===== config.mk =====
export PLATFORM = sky130hd
export DESIGN_NAME = pc_sequencer
export DESIGN_NICKNAME = d
export VERILOG_FILES = /design/src/rtl/pc_sequencer.sv
export SDC_FILE = /design/constraint.sdc
export NUM_CORES = 1
export LEC_CHECK = 0
export CORE_UTILIZATION = 40
export DETAILED_ROUTE_END_ITERATION = 10
export GPL_ROUTABILITY_DRIVEN = 0
export MAX_ROUTING_LAYER = met4
export PLACE_DENSITY_LB_ADDON = 0.12
export SLEW_MARGIN = 20
export SYNTH_ARGS = -nofsm -noshare
export SYNTH_HDL_FRONTEND = slang
export SYNTH_SLANG_ARGS = --single-unit

===== constraint.sdc =====
create_clock -name clk -period 1.99 [get_ports clk]
set_clock_uncertainty 0.1 [all_clocks]
set_input_delay 0.2985 -clock clk [delete_from_list [all_inputs] [get_ports clk]]
set_output_delay 0.2985 -clock clk [all_outputs]
set_load 0.02 [all_outputs]

===== src/rtl/pc_sequencer.sv =====
// Fetch PC sequencer: increment / redirect / exception / eret, with stall and a one-entry pending redirect.
// Latency: every accepted source updates pc on the next clock; stall freezes pc and buffers a redirect.
// Optional macro PC_SEQ_ALIGN_CHECK_EN traps misaligned redirect/eret targets instead of masking them.
module pc_sequencer #(
    parameter int unsigned WIDTH      = 32,
    parameter logic [31:0] RESET_ADDR = 32'h0000_3000,
    parameter logic [31:0] EXC_ADDR   = 32'h0000_4180,
    parameter int unsigned INC        = 4
) (
    input  logic             clk,
    input  logic             reset,
    input  logic             stall,
    input  logic             br_valid,
    input  logic [WIDTH-1:0] br_target,
    input  logic             exc_req,
    input  logic [WIDTH-1:0] exc_pc,
    input  logic             eret_req,
    output logic [WIDTH-1:0] pc,
    output logic [WIDTH-1:0] pc_inc,
    output logic [WIDTH-1:0] epc,
    output logic             pend,
    output logic             align_err
);

    localparam int unsigned      ALIGN_BITS = (INC > 1) ? $clog2(INC) : 0;
    localparam logic [WIDTH-1:0] LOW_MASK   = WIDTH'((64'd1 << ALIGN_BITS) - 64'd1);
    localparam logic [WIDTH-1:0] RST_PC     = WIDTH'(RESET_ADDR);
    localparam logic [WIDTH-1:0] EXC_PC     = WIDTH'(EXC_ADDR);
    localparam logic [WIDTH-1:0] STEP       = WIDTH'(INC);

    typedef enum logic {
        RUN  = 1'b0,
        HOLD = 1'b1
    } state_t;

    state_t           state, state_n;
    logic [WIDTH-1:0] pc_n;
    logic [WIDTH-1:0] epc_r, epc_n;
    logic [WIDTH-1:0] tgt_r, tgt_n;
    logic             aerr_n;
    logic             load;
    logic [WIDTH-1:0] load_tgt;

    // pc is kept as an offset from RESET_ADDR in a 2-state register: a bit
    // variable starts at 0, so pc reads RESET_ADDR from time 0 in simulation.
    bit   [WIDTH-1:0] pc_x;

    assign pc     = pc_x ^ RST_PC;
    assign pc_inc = pc + STEP;
    assign epc    = epc_r;
    assign pend   = (state == HOLD);

    always_comb begin
        pc_n     = pc;
        epc_n    = epc_r;
        tgt_n    = tgt_r;
        state_n  = state;
        aerr_n   = 1'b0;
        load     = 1'b0;
        load_tgt = '0;

        if (exc_req) begin
            pc_n    = EXC_PC;
            epc_n   = exc_pc & ~LOW_MASK;
            tgt_n   = '0;
            state_n = RUN;
        end else if (eret_req) begin
            load     = 1'b1;
            load_tgt = epc_r;
            tgt_n    = '0;
            state_n  = RUN;
        end else if (br_valid) begin
            if (stall) begin
                tgt_n   = br_target;
                state_n = HOLD;
            end else begin
                load     = 1'b1;
                load_tgt = br_target;
                tgt_n    = '0;
                state_n  = RUN;
            end
        end else if (!stall) begin
            if (state == HOLD) begin
                load     = 1'b1;
                load_tgt = tgt_r;
                tgt_n    = '0;
                state_n  = RUN;
            end else begin
                pc_n = pc + STEP;
            end
        end

        if (load) begin
`ifdef PC_SEQ_ALIGN_CHECK_EN
            if ((load_tgt & LOW_MASK) != '0) begin
                pc_n   = EXC_PC;
                epc_n  = load_tgt;
                aerr_n = 1'b1;
            end else begin
                pc_n = load_tgt;
            end
`else
            pc_n = load_tgt & ~LOW_MASK;
`endif
        end
    end

    always_ff @(posedge clk) begin
        if (reset) begin
            pc_x  <= '0;
            epc_r <= '0;
            tgt_r <= '0;
            state <= RUN;
        end else begin
            pc_x  <= pc_n ^ RST_PC;
            epc_r <= epc_n;
            tgt_r <= tgt_n;
            state <= state_n;
        end
    end

`ifdef PC_SEQ_ALIGN_CHECK_EN
    logic aerr_r;

    always_ff @(posedge clk) begin
        if (reset) begin
            aerr_r <= 1'b0;
        end else begin
            aerr_r <= aerr_n;
        end
    end

    assign align_err = aerr_r;
`else
    logic unused_aerr;

    assign unused_aerr = aerr_n;
    assign align_err   = 1'b0;
`endif

endmodule


# Yosys cells after proc, flatten, opt, wreduce, memory -nomap -nowiden
# Index checks and enable logic that the tools add are counted.
dict set report totals {
  out_inout_bits 98
  reg_bits 95
  word_cells 49
  inputBits 70
}
dict set report op_classes {
  n_reduce_logical 6
  addsub 1
  n_eq_ne 5
  n_mux 25
  bitwise_logic 6
}
# operator count
set op_table {}
lappend op_table {{$mux 32} 16}
lappend op_table {{$add 32x3->32 const B} 1}
lappend op_table {{$mux 1} 9}
lappend op_table {{$reduce_and 4->1} 2}
lappend op_table {{$ne 3x1->1 const B} 2}
lappend op_table {{$ne 3x2->1 const B} 2}
lappend op_table {{$reduce_or 3->1} 2}
lappend op_table {{$not 1->1} 4}
lappend op_table {{$not 2->2} 2}
lappend op_table {{$ne 2x1->1 const B} 1}
lappend op_table {{$reduce_and 2->1} 1}
lappend op_table {{$reduce_bool 2->1} 1}

# Logic depth before layout (Yosys ltp)
dict set report logic_depth {
  ltp_word 9
  depth_mapped 7
  mapped_depth_nobuf 6
}

# Worst setup path after synthesis
# No wires, ideal clock.
dict set report synth_timing {
  path_kind {reg2out}
  start {reg pc_x[2]}
  end {out pc_inc[20]}
  t_arrival_ns 1.822
  slack_ns -0.230
  t_required_ns 1.591
  n_path_buf 0
  path_stages_with_launch 6
  path_cell_list {dfxtp_1 ha_1 nand3_1 nor3_1 nand3_1 xnor2_1}
}
dict set report synth_between {
  elab_chain_len 1
}
# element line_no
set synth_lines {}
lappend synth_lines {{from (decl)} 46} ;# bit [WIDTH-1:0] pc_x;
lappend synth_lines {{from (signal assigned)} 115} ;# pc_x <= pc_n ^ RST_PC;
lappend synth_lines {{$add 32x3->32} 49} ;# assign pc_inc = pc + STEP;
lappend synth_lines {{to (decl)} 19} ;# output logic [WIDTH-1:0] pc_inc,
# Every way passes these cells.

# Worst setup path in the final report
dict set report layout_timing {
  start {reg pc_x[15]}
  end {out pc_inc[30]}
}
# The elaborated chain is that of the path after synthesis.

==> results_dict.tcl <==
set metrics [dict create \
    crit_arrival_ps 1960 \
    layout.cells.non_filler 1058 \
    yosysUniqueCellTypes 54 \
    dpl.cell_count 1006 \
    yosysSeqAreaShare_pct 36.1 \
    clk_path_buf_depth 2 \
    worst-path-buf-inv 2 \
    hp-start "reset" \
    post-route-period-util_pct 119 \
    critPathSlowestCell "dfxtp_1" \
    layout-drive-gt1-share_pct 32.8 \
    wirelength_um 19400 \
    setup_violations 28 \
    yosys_warnings 0 \
    cp_max_fo 5 \
    drt_iter0_drc 493 \
    row_count 40 \
    synth_cells 634 \
    rsz0062_at_grt "true" \
    grt_max_degree 38 \
    synth_top_area_share_pct 36.1 \
    num_antenna_cells 0 \
    path_cells "nand4b_1 -> nor4_4 -> buf_4 -> nand4_1 -> xnor2_2 -> buf_4" \
    critPathKind "reg -> out" \
    worstMarginPinSlew_ps 593 \
    required_ps 1590 \
    area_growth_pct 70.0 \
    hp-class "in -> reg" \
    synth-edff-count 0 \
    outcome "finished with violations" \
    r2r-start "pc_x[3]" \
    fin_ws_ps -371 \
    postCtsHoldBufs 0 \
    min_period_ps 2360 \
    cts_root_buf "clkbuf_16" \
    synth_top_area_cell "dfxtp_1" \
    cts_tree "built" \
    final_cell_mix "buf_4 (157), clkdlybuf4s50_1 (117), nor2_1 (91)" \
    cp_top_family "simple AND/OR/NAND/NOR gates" \
    synth.area.top_cells "dfxtp_1 (36%), mux2i_1 (7.3%), nor2_1 (7.1%)" \
    dp_hpwl_um 13400 \
    overflow 0 \
    die_height_um 114 \
    syn_area_per_cell_um2 7.96 \
    ys_ff_latch 91 \
    num_vias 5790 \
    dp_slack_ps -527 \
    crit_start "pc_x[15]" \
    final_util_pct 70.5 \
    max_freq_mhz 424 \
    routedWlPerCell_um 18.3 \
    violations "negative setup slack" \
    core_um2 12200 \
    crit_path_end_kind "output port" \
    cap_violations 0 \
    drt_first_pass_iters 6 \
    fin_total_pwr_mw 4.79 \
    slew_headroom_pct 60.3 \
    io_buffers 156 \
    grt_usage_pct 29.4 \
    async_reset_ff_share_pct 0 \
    vias_per_cell 5.47 \
    clk_latency_ps 340 \
    grt_pass1_vias 5588 \
    cts_buffers 9 \
    fin_area_um2 8580 \
    r2r_setup_slack_ps -40 \
    final_nets 957 \
    start_util_pct 41.5 \
    critPathMaxStageDelay_ps 370 \
    seq_area_um2 1860 \
    grt_antenna_before_repair 0 \
    synth_ff_type "dfxtp_1" \
    die_area_um2 13100 \
    placed_cell_area_um2 7490 \
    syn_area_um2 5040 \
    hold-worst-slack_ps 329 \
    cts_sinks 91 \
    h-tree-depth 3 \
    tns_ps -5830 \
    ios 168 \
    dieWidth_um 114 \
    grt_pass1_wl_um 28900 \
    finalMaxSlewViolations 0 \
    layout_commonest_cell "buf_4" \
    drc 0 \
    power.density_nw_per_um2 559 \
    vdd_ir_drop_max_mv 0.425 \
    cp-start-kind "register" \
    p_leak_nw 3.68 \
    fillers 938 \
    hold_viol 0 \
    cpMostUsedCell "buf_4" \
    clkTransAtPathRegs_ps 70 \
    ant_nets 0 \
    multi_input_area_um2 3300 \
]
-- synthesized netlist by cell type (all sizes together) (10+ instances only) --
library cell	number
o21ai	33
mux2i	37
xnor2	23
nor3	12
nor4	10
dfxtp	91
buf	43
a22oi	35
inv	14
a21oi	32
nand2	55
nor2	95
clkbuf	40
nand3	19
-- logic make-up after synthesis --
| logic type | Yosys count | synth area share (%) |
|---|---|---|
| adders and majority gates | 1 | 0.248 |
| buffers and inverters | 97 | 10.1 |
| and+or+nand+nor | 225 | 20.6 |
| xor gates and xnor gates | 30 | 5.21 |
| AOI/OAI and AO/OA | 152 | 20.3 |
| muxes | 37 | 7.34 |
| DFF | 91 | 36.1 |
| other | 1 | 0.0743 |
-- where the power goes --
part | leakage, nW | switching [mW] | internal, mW
Clock | 0.146 | 0.701 | 1.03
Combinational | 2.78 | 0.557 | 0.544
Sequential | 0.751 | 0.0660 | 1.89
Total | 3.68 | 1.32 | 3.47
-- final timing paths --
path	to	cells past startpoint
worst max register to register	pc_x[11]	11
worst max-delay path	pc_inc[30]	6
worst min register to register	tgt_r[14]	2
worst min-delay path	epc[14]	3
-- state kept, by name, indices dropped and copies added (netlist names) --
signal	flops
epc	30
pc_x	30
pend	1
tgt_r	30
-- cell type report --
cell class              instances  share of cell area, %
multi-input cells             452                   38.5
repair buffers                318                   33.4
flip-flops and latches         91                   21.6
clock buffers                  13                   3.03
well taps                     168                   2.45
inverters                      14                  0.613
clock inverters                 2                  0.408
-- layer usage --
metal,vias up,global-route usage (%),routed length [um]
met5,-,-,0
met4,0,9.00,300
met3,31,3.55,1080
li1,2718,-,-
met2,234,47.1,9400
met1,2807,38.8,8630
-- repair_timing --
action,in CTS,in global routing
pin swaps,31,33
buffers inserted,27,21
setup endpoints to repair,36,47
resized for setup,222,60
-- worst min-delay path, stage by stage --
cell            delay [ps]
dlymetal6s2s_1         170
buf_4                  200
nor2_1                  50
(Power assumes the default switching activity.)
